**config.mk**
```make
export PLATFORM = sky130hd
export DESIGN_NAME = rect_fill
export DESIGN_NICKNAME = d
export VERILOG_FILES = /design/src/rtl/rect_fill_pkg.sv /design/src/rtl/rect_fill_clip.sv /design/src/rtl/rect_fill.sv
export SDC_FILE = /design/constraint.sdc
export NUM_CORES = 1
export LEC_CHECK = 0
export BUFFER_PORTS_ARGS = -buffer_cell sky130_fd_sc_hd__buf_2
export CAP_MARGIN = 0
export CORE_UTILIZATION = 28
export CTS_CLUSTER_SIZE = 40
export DETAILED_ROUTE_END_ITERATION = 12
export PLACE_DENSITY = 0.5
export SLEW_MARGIN = 0
export SYNTH_ARGS = -nofsm -noshare
export SYNTH_HDL_FRONTEND = slang
export SYNTH_SLANG_ARGS = --single-unit
```
**constraint.sdc**
```tcl
create_clock -name clk -period 7.3 [get_ports clk]
set_input_delay 0.73 -clock clk [delete_from_list [all_inputs] [get_ports clk]]
set_output_delay 0.73 -clock clk [all_outputs]
set_load 0.01 [all_outputs]
```
**src/rtl/rect_fill_pkg.sv**
```systemverilog
// Shared frame-buffer constants and FSM state encoding for the rectangle-fill engine.
package rect_fill_pkg;

  localparam int unsigned WIDTH  = 640;
  localparam int unsigned HEIGHT = 480;
  localparam int unsigned ADDR_W = 19;
  localparam int unsigned PIX_W  = 12;

  typedef enum logic [1:0] {
    IDLE = 2'd0,
    CLIP = 2'd1,
    FILL = 2'd2,
    DONE = 2'd3
  } state_t;

endpackage

```
**src/rtl/rect_fill_clip.sv**
```systemverilog
// rect_clip: combinational screen-edge clipping of a latched rectangle command.
module rect_clip
  import rect_fill_pkg::*;
#(
  parameter int unsigned H_RES = WIDTH,
  parameter int unsigned V_RES = HEIGHT
) (
  input  logic [9:0]  x0,
  input  logic [8:0]  y0,
  input  logic [9:0]  w,
  input  logic [8:0]  h,
  output logic [10:0] x_end,
  output logic [9:0]  y_end,
  output logic        empty
);

  logic [10:0] x_sum;
  logic [9:0]  y_sum;

  // Sums are one bit wider than the operands so x0+w / y0+h never wrap.
  always_comb begin
    x_sum = {1'b0, x0} + {1'b0, w};
    y_sum = {1'b0, y0} + {1'b0, h};
    x_end = (x_sum > 11'(H_RES)) ? 11'(H_RES) : x_sum;
    y_end = (y_sum > 10'(V_RES)) ? 10'(V_RES) : y_sum;
    empty = (w == '0) || (h == '0) ||
            ({1'b0, x0} >= 11'(H_RES)) || ({1'b0, y0} >= 10'(V_RES));
  end

endmodule

```
**src/rtl/rect_fill.sv**
```systemverilog
// Rectangle-fill engine: streams one clipped VROM write per clock for each start command.
// Perimeter-only drawing is compiled in with RECT_FILL_OUTLINE_EN.
module rect_fill
  import rect_fill_pkg::*;
#(
  parameter int unsigned H_RES = WIDTH,
  parameter int unsigned V_RES = HEIGHT
) (
  input  logic                clk,
  input  logic                rst,
  input  logic                start,
  input  logic [9:0]          x0,
  input  logic [8:0]          y0,
  input  logic [9:0]          w,
  input  logic [8:0]          h,
  input  logic [PIX_W-1:0]    color,
  input  logic                outline,
  output logic                we,
  output logic [ADDR_W-1:0]   addr,
  output logic [PIX_W-1:0]    dout,
  output logic                busy,
  output logic                done
);

  state_t state_q, state_n;

  logic [9:0]        x0_q, w_q, x_q, x_n;
  logic [8:0]        y0_q, h_q, y_q, y_n;
  logic [PIX_W-1:0]  color_q;
  logic [ADDR_W-1:0] row_q, row_n, addr_n, dout_unused_base;
  logic [PIX_W-1:0]  dout_n;
  logic              we_n, busy_n, done_n, load;
  logic              pix_en;

  logic [10:0] x_end;
  logic [9:0]  y_end;
  logic        empty;
  logic        x_last, y_last;

`ifdef RECT_FILL_OUTLINE_EN
  logic outline_q;
`else
  logic outline_unused;
  assign outline_unused = outline;
`endif

  rect_clip #(.H_RES(H_RES), .V_RES(V_RES)) u_clip (
    .x0    (x0_q),
    .y0    (y0_q),
    .w     (w_q),
    .h     (h_q),
    .x_end (x_end),
    .y_end (y_end),
    .empty (empty)
  );

  assign x_last = (({1'b0, x_q} + 11'd1) == x_end);
  assign y_last = (({1'b0, y_q} + 10'd1) == y_end);
  assign dout_unused_base = ADDR_W'(y0_q) * ADDR_W'(H_RES);

  always_ff @(posedge clk or posedge rst) begin
    if (rst) state_q <= IDLE;
    else     state_q <= state_n;
  end

  always_comb begin
    state_n = state_q;
    load    = 1'b0;
    we_n    = 1'b0;
    busy_n  = 1'b0;
    done_n  = 1'b0;
    addr_n  = addr;
    dout_n  = dout;
    x_n     = x_q;
    y_n     = y_q;
    row_n   = row_q;
    unique case (state_q)
      IDLE: begin
        if (start) begin
          load    = 1'b1;
          busy_n  = 1'b1;
          state_n = CLIP;
        end
      end
      CLIP: begin
        if (empty) begin
          state_n = DONE;
        end else begin
          busy_n  = 1'b1;
          x_n     = x0_q;
          y_n     = y0_q;
          row_n   = dout_unused_base;
          state_n = FILL;
        end
      end
      FILL: begin
        if (x_last && y_last) begin
          done_n  = 1'b1;
          state_n = DONE;
        end else begin
          busy_n = 1'b1;
          if (x_last) begin
            x_n   = x0_q;
            y_n   = y_q + 9'd1;
            row_n = row_q + ADDR_W'(H_RES);
          end else begin
            x_n = x_q + 10'd1;
          end
        end
      end
      DONE: begin
        // An empty command enters DONE with done low; raise it here so the pulse lands one edge later.
        if (done) state_n = IDLE;
        else      done_n  = 1'b1;
      end
      default: state_n = IDLE;
    endcase

    pix_en = 1'b1;
`ifdef RECT_FILL_OUTLINE_EN
    if (outline_q) begin
      pix_en = (x_n == x0_q) || (y_n == y0_q) ||
               ({1'b0, x_n} == ({1'b0, x0_q} + {1'b0, w_q} - 11'd1)) ||
               ({1'b0, y_n} == ({1'b0, y0_q} + {1'b0, h_q} - 10'd1));
    end
`endif

    if (busy_n && (state_n == FILL)) begin
      we_n   = pix_en;
      addr_n = row_n + ADDR_W'(x_n);
      dout_n = color_q;
    end
  end

  always_ff @(posedge clk or posedge rst) begin
    if (rst) begin
      x0_q    <= '0;
      y0_q    <= '0;
      w_q     <= '0;
      h_q     <= '0;
      color_q <= '0;
      x_q     <= '0;
      y_q     <= '0;
      row_q   <= '0;
      we      <= 1'b0;
      addr    <= '0;
      dout    <= '0;
      busy    <= 1'b0;
      done    <= 1'b0;
`ifdef RECT_FILL_OUTLINE_EN
      outline_q <= 1'b0;
`endif
    end else begin
      if (load) begin
        x0_q    <= x0;
        y0_q    <= y0;
        w_q     <= w;
        h_q     <= h;
        color_q <= color;
`ifdef RECT_FILL_OUTLINE_EN
        outline_q <= outline;
`endif
      end
      x_q   <= x_n;
      y_q   <= y_n;
      row_q <= row_n;
      we    <= we_n;
      addr  <= addr_n;
      dout  <= dout_n;
      busy  <= busy_n;
      done  <= done_n;
    end
  end

endmodule

```
* Word-level counts from Yosys, hierarchy flattened
Cells that the tools add are included.
** Cells by class
- Magnitude comparators :: 4
- Reduce and logical (&&, ||, !) cells :: 10
- Muxes and demuxes :: 28
- $mul :: 1
- $add $sub $neg :: 8
- Equality and inequality tests :: 9
** Operator list (count)
- $mux 19 :: 3
- $mux 10 :: 4
- $pmux 19 s2 :: 1
- $mux 9 :: 3
- $pmux 10 s2 :: 1
- $add 19x10->19 :: 1
- $add 19x10->19 const B :: 1
- $pmux 9 s2 :: 1
- $mul 9x3->12 const B :: 1
- $add 10x1->11 const B :: 1
- $add 10x10->11 :: 1
- $eq 11x11->1 :: 1
- $gt 11x10->1 const B :: 1
- $mux 11 :: 1
- $add 10x1->10 const B :: 1
- $add 9x1->10 const B :: 1
- $add 9x9->10 :: 1
- $eq 10x10->1 :: 1
- $ge 10x10->1 const B :: 1
- $gt 10x9->1 const B :: 1
- $logic_not 10->1 :: 1
- $add 9x1->9 const B :: 1
- $ge 9x9->1 const B :: 1
- $logic_not 9->1 :: 1
- 13 further kinds :: 29
** Word-level totals
- Register bits after elaboration :: 124
- Bits of input ports :: 54

* Logic depth before layout (Yosys ltp)
- Depth in word-level cells :: 10
- Gate-level depth with buffers :: 32

* Hierarchy
From an unflattened synthesis, not the netlist that was laid out.
** Second synthesis, totals
- Cell total of the unflattened synthesis :: 905
- Area, all modules :: 8562.0 um^2
** By module, submodules not included
- rect_fill :: area each 7328.3 um^2, times used 1, cells each 726
- rect_clip :: area each 1233.7 um^2, times used 1, cells each 179

* Least setup slack after synthesis
No wires, ideal clock.
- Kind :: register to register
- From :: reg y0_q[0]
- To :: reg addr[16]
- Data arrival time :: 5.950 ns
- Slack :: 1.225 ns
- Cell stages (with the launch flop) :: 32
- Clock period less this slack :: 6.075 ns
- Library setup time :: 0.125 ns
- Required time :: 7.175 ns
- Cell sequence :: dfrtp_1 ha_1 inv_1 fa_1 nand2b_1 a2111o_1 o211ai_1 o2111ai_2 o21ai_2 nand3b_1 a211oi_4 and2_1 buf_2 nand2_1 o21ai_0 a22o_1 ha_1 inv_1 fa_1 nor2b_1 o21ai_0 a21boi_0 o21ai_0 a21oi_1 o21a_1 nor2_1 o21bai_1 a21o_1 o21ai_1 nor4_1 xnor2_1 mux2_2
** RTL lines
- start: declaration :: RTL line rect_fill.sv:28 : logic [8:0] y0_q, h_q, y_q, y_n;
- start signal: assignment :: RTL line rect_fill.sv:156 : y0_q <= y0;
- $add 9x9->10 :: RTL line rect_fill_clip.sv:23 : y_sum = {1'b0, y0} + {1'b0, h};
- $gt 10x9->1 :: RTL line rect_fill_clip.sv:25 : y_end = (y_sum > 10'(V_RES)) ? 10'(V_RES) : y_sum;
- $mux 10 :: RTL line rect_fill_clip.sv:25
- $eq 10x10->1 :: RTL line rect_fill.sv:58 : assign y_last = (({1'b0, y_q} + 10'd1) == y_end);
- $logic_and 1x1->1 :: RTL line rect_fill.sv:97 : if (x_last && y_last) begin
- $mux 10 :: RTL line rect_fill.sv:97
- $pmux 10 s2 * :: RTL line rect_fill.sv:77 : unique case (state_q)
- net x_n[0] :: RTL line rect_fill.sv:27 : logic [9:0] x0_q, w_q, x_q, x_n;
- $add 19x10->19 * :: RTL line rect_fill.sv:130 : addr_n = row_n + ADDR_W'(x_n);
- end signal: assignment :: RTL line rect_fill.sv:168 : addr <= addr_n;
- end: declaration :: RTL line rect_fill.sv:19 : output logic [ADDR_W-1:0] addr,
Mark *: on every way through the listed nets, which the timed path passes. The rest lies on a longest branch.
A chain may end at the register's enable or synchronous reset.

* Worst setup path after layout
- From :: reg w_q[0]
- To :: reg addr[16]
** RTL lines
- start: declaration :: RTL line rect_fill.sv:27
- start signal: assignment :: RTL line rect_fill.sv:157 : w_q <= w;
- $add 10x10->11 :: RTL line rect_fill_clip.sv:22 : x_sum = {1'b0, x0} + {1'b0, w};
- $gt 11x10->1 :: RTL line rect_fill_clip.sv:24 : x_end = (x_sum > 11'(H_RES)) ? 11'(H_RES) : x_sum;
- $mux 11 :: RTL line rect_fill_clip.sv:24
- $eq 11x11->1 :: RTL line rect_fill.sv:57 : assign x_last = (({1'b0, x_q} + 11'd1) == x_end);
- $mux 10 or $logic_and 1x1->1 (tied branches) :: RTL line rect_fill.sv:102, rect_fill.sv:97
- $mux 10 :: RTL line rect_fill.sv:97
- $pmux 10 s2 * :: RTL line rect_fill.sv:77
- net x_n[0] :: RTL line rect_fill.sv:27
- $add 19x10->19 * :: RTL line rect_fill.sv:130
Marks and branches as above.

==> impl_metrics.py <==
metrics = {
    "die": {
        "core_region_area_um2": 29800,
        "rows": 63,
        "die_area_um2": 31200,
        "num_io_pins": 88,
        "start_util_pct": 28.7,
        "dieHeight_um": 177,
        "die_x_um": 177,
    },
    "setup_path": {
        "reg2reg_slack_ns": 0.55,
        "cpPeakStageDelay_ns": 0.42,
        "crit_arrival_ns": 7.07,
        "worstSetupEndpointType": "flop",
        "worst_setup_path_start_kind": "flop",
        "crit_type": "flop to flop",
        "critical-path-top-delay-family": "compound AO/OA/AOI/OAI gates",
        "critPathBufInv": 2,
        "cp_max_fo": 6,
        "crit_top_cell": "o21ai_0",
        "slowest_stage": "fa_1",
        "cp.required_ns": 7.62,
    },
    "timing": {
        "max-slew-margin-rel_pct": 41.5,
        "rsz0062_at_grt": "false",
        "fin_setup_tns_ns": 0,
        "fmax_mhz": 148,
        "tightest_slew_ns": 0.878,
        "hold_viol": 0,
        "timing.hold.ws_ns": 0.358,
        "period_share_pct": 92.4,
        "worst_clock_skew_ns": 0.0199,
        "min_period_ns": 6.75,
        "slew_violations": 0,
        "setup_viol": 0,
    },
    "power": {
        "p_per_area_nw_per_um2": 170,
        "power_frac_seq_pct": 39.9,
        "p_comb_share_pct": 1.7,
        "p_clk_share_pct": 58.4,
        "p_leak_uw": 0.00482,
        "total_power_uw": 1720,
        "switching_power_uw": 369,
        "max-vdd-ir-drop_uv": 154,
        "power.internal_uw": 1350,
        "swShare_pct": 21.4,
    },
    "job": {
        "drv_cap": 0,
    },
    "yosys": {
        "synth_cell_types": 87,
        "yosysTopAreaCell": "dfrtp_1",
        "ys_seq_elements": 124,
        "ys_seq_area_share_pct": 36.3,
        "syn_avg_cell_area_um2": 9.51,
        "synth_top_area_share_pct": 36.3,
        "synth_commonest_cells": "dfrtp_1 (124), nand2_1 (78), mux2_2 (69)",
        "synth_edf_count": 0,
        "ys.flop_type": "dfrtp_1",
        "yosysMostFrequentCell": "dfrtp_1",
        "synth_area_leaders": "dfrtp_1 (36%), mux2_2 (9.1%), ha_1 (7.5%)",
        "async_flop_share_pct": 100,
        "yosysWarnings": 0,
        "synth_fp_nets": 1007,
        "mappedNetlistArea_um2": 8540,
        "synthCells": 898,
    },
    "grt": {
        "grt_max_degree": 69,
        "grtUsageTotal_pct": 15.8,
        "overflow": 0,
        "grt_pass1_vias": 7038,
        "grt_pass1_wl_um": 38300,
        "antenna_found_initial": 1,
    },
    "route": {
        "drc_errors": 0,
        "routed_via_density": 5.07,
        "post_drt_wl_per_cell_um": 16.8,
        "vias": 7040,
        "firstDrtPassIters": 5,
        "ant_nets": 0,
        "drtIter0Drc": 385,
        "wirelength_um": 23400,
    },
    "placement": {
        "dp_hpwl_um": 17000,
        "port_buffers": 86,
        "place_congestion": 0.804,
    },
    "layout": {
        "area_delta_synth_final_pct": 18.8,
        "diodes": 0,
        "drive_gt1_share_pct": 24.0,
        "fillers": 3108,
        "nets": 1095,
    },
    "clock_tree": {
        "clk_pin_slew_ns": 0.07,
        "cts_buffers": 17,
        "h-tree-depth": 4,
        "clk_latency_ns": 0.43,
        "cts.path.max_buffers": 2,
        "cts.sinks": 124,
        "cts_tree": "done",
        "root_buffer": "clkbuf_16",
    },
    "worst_hold_path": {
        "hold_path.class": "input port to async pin",
    },
    "run_status": {
        "outcome": "finished clean",
    },
}
==> timing repair <==
| item | 4_1_cts | 5_1_grt |
|---|---|---|
| endpoints found under the setup margin | 0 | 8 |
| hold endpoints to repair | 0 | 0 |
| hold buffers | 0 | 0 |
| resized for setup | 0 | 8 |
| buffers inserted | 0 | 2 |
==> cell type report <==
type                            instances  area, µm²  area share, %
Clock buffer                           19        443           4.36
Clock inverter                         13        236           2.33
Inverter                               56        215           2.12
Multi-Input combinational cell        681       5080           50.1
Sequential cell                       124       3100           30.6
Tap cell                              390        488           4.81
Timing Repair Buffer                  106        581           5.72
==> path summary, 6_finish.rpt <==
kind                                  to  cells after the start  startpoint
worst min register to register  addr[13]                      2    addr[13]
worst max-delay path            addr[16]                     32      w_q[0]
worst max register to register  addr[16]                     32      w_q[0]
worst min-delay path            addr[10]                      2         rst
min in group clk                addr[13]                      2    addr[13]
max in group asynchronous        addr[2]                      3         rst
==> sequential cells by signal, summed over array words and instances, names as in the netlist, 10 cells and up <==
signal	count
addr	19
row_q	19
color_q	12
dout	12
w_q	10
x0_q	10
x_q	10
==> per-stage QoR <==
step / util, % / instances / worst slack [ns] / instance area (µm²)
finish: 34.1 / 1389 / 0.555 / 10200
global route: 34.1 / 1389 / 0.000353 / 10200
CTS: 33.9 / 1387 / 0.336 / 10100
detailed placement: 31.7 / 1355 / 0.393 / 9430
global placement: 31.7 / 1355 / 0.423 / 9430
floorplan: - / 898 / 1.23 / 8540
==> power by group through the flow <==
stage | Sequential, µW | Clock (µW) | Combinational (µW)
global placement | 700 | 0 | 30.6
floorplan | 700 | 0 | 10.3
detailed placement | 700 | 0 | 30.9
CTS | 687 | 1030 | 31.1
finish | 687 | 1000 | 29.1
global route | 687 | 1060 | 33.7
==> logic make-up after synthesis <==
| family | after synthesis | share of synthesized area [%] |
|---|---|---|
| compound gates | 221 | 18.6 |
| simple gates | 271 | 16.1 |
| mux | 84 | 10.9 |
| xor+xnor | 50 | 5.21 |
| fa+ha+maj | 55 | 8.41 |
| flops | 124 | 36.3 |
| buf+inv | 93 | 4.47 |
==> cell usage in the layout (no fill, tap or decap), types with 20 or more instances in the layout <==
| cell | count |
|---|---|
| a21oi_1 | 37 |
| buf_2 | 86 |
| buf_4 | 20 |
| dfrtp_1 | 124 |
| ha_1 | 51 |
| inv_1 | 55 |
| mux2_2 | 69 |
| nand2_1 | 77 |
| nand3_1 | 27 |
| nor2_1 | 54 |
| o21ai_0 | 43 |
| xnor2_1 | 34 |
==> routing by layer <==
metal  GRT usage [%]  vias to the layer above  part of all wire, %
li1                -                     3440                    -
met3            3.44                       20                  4.2
met4            4.31                        2                  1.1
met2            24.5                      153                   45
met5               0                        -                0.047
met1            22.0                     3425                   49
==> worst register-to-register path, delay by kind of cell, from the launching register on <==
family | cells | cell delay [ns]
AO/OA/AOI/OAI | 16 | 3.22
buffers and inverters | 2 | 0.12
AND/OR/NAND/NOR | 8 | 1.31
flip-flops | 1 | 0.41
adder cells (fa/ha/maj) | 4 | 1.21
XOR/XNOR | 1 | 0.13
multiplexers | 1 | 0.27
(Power assumes the default switching activity.)
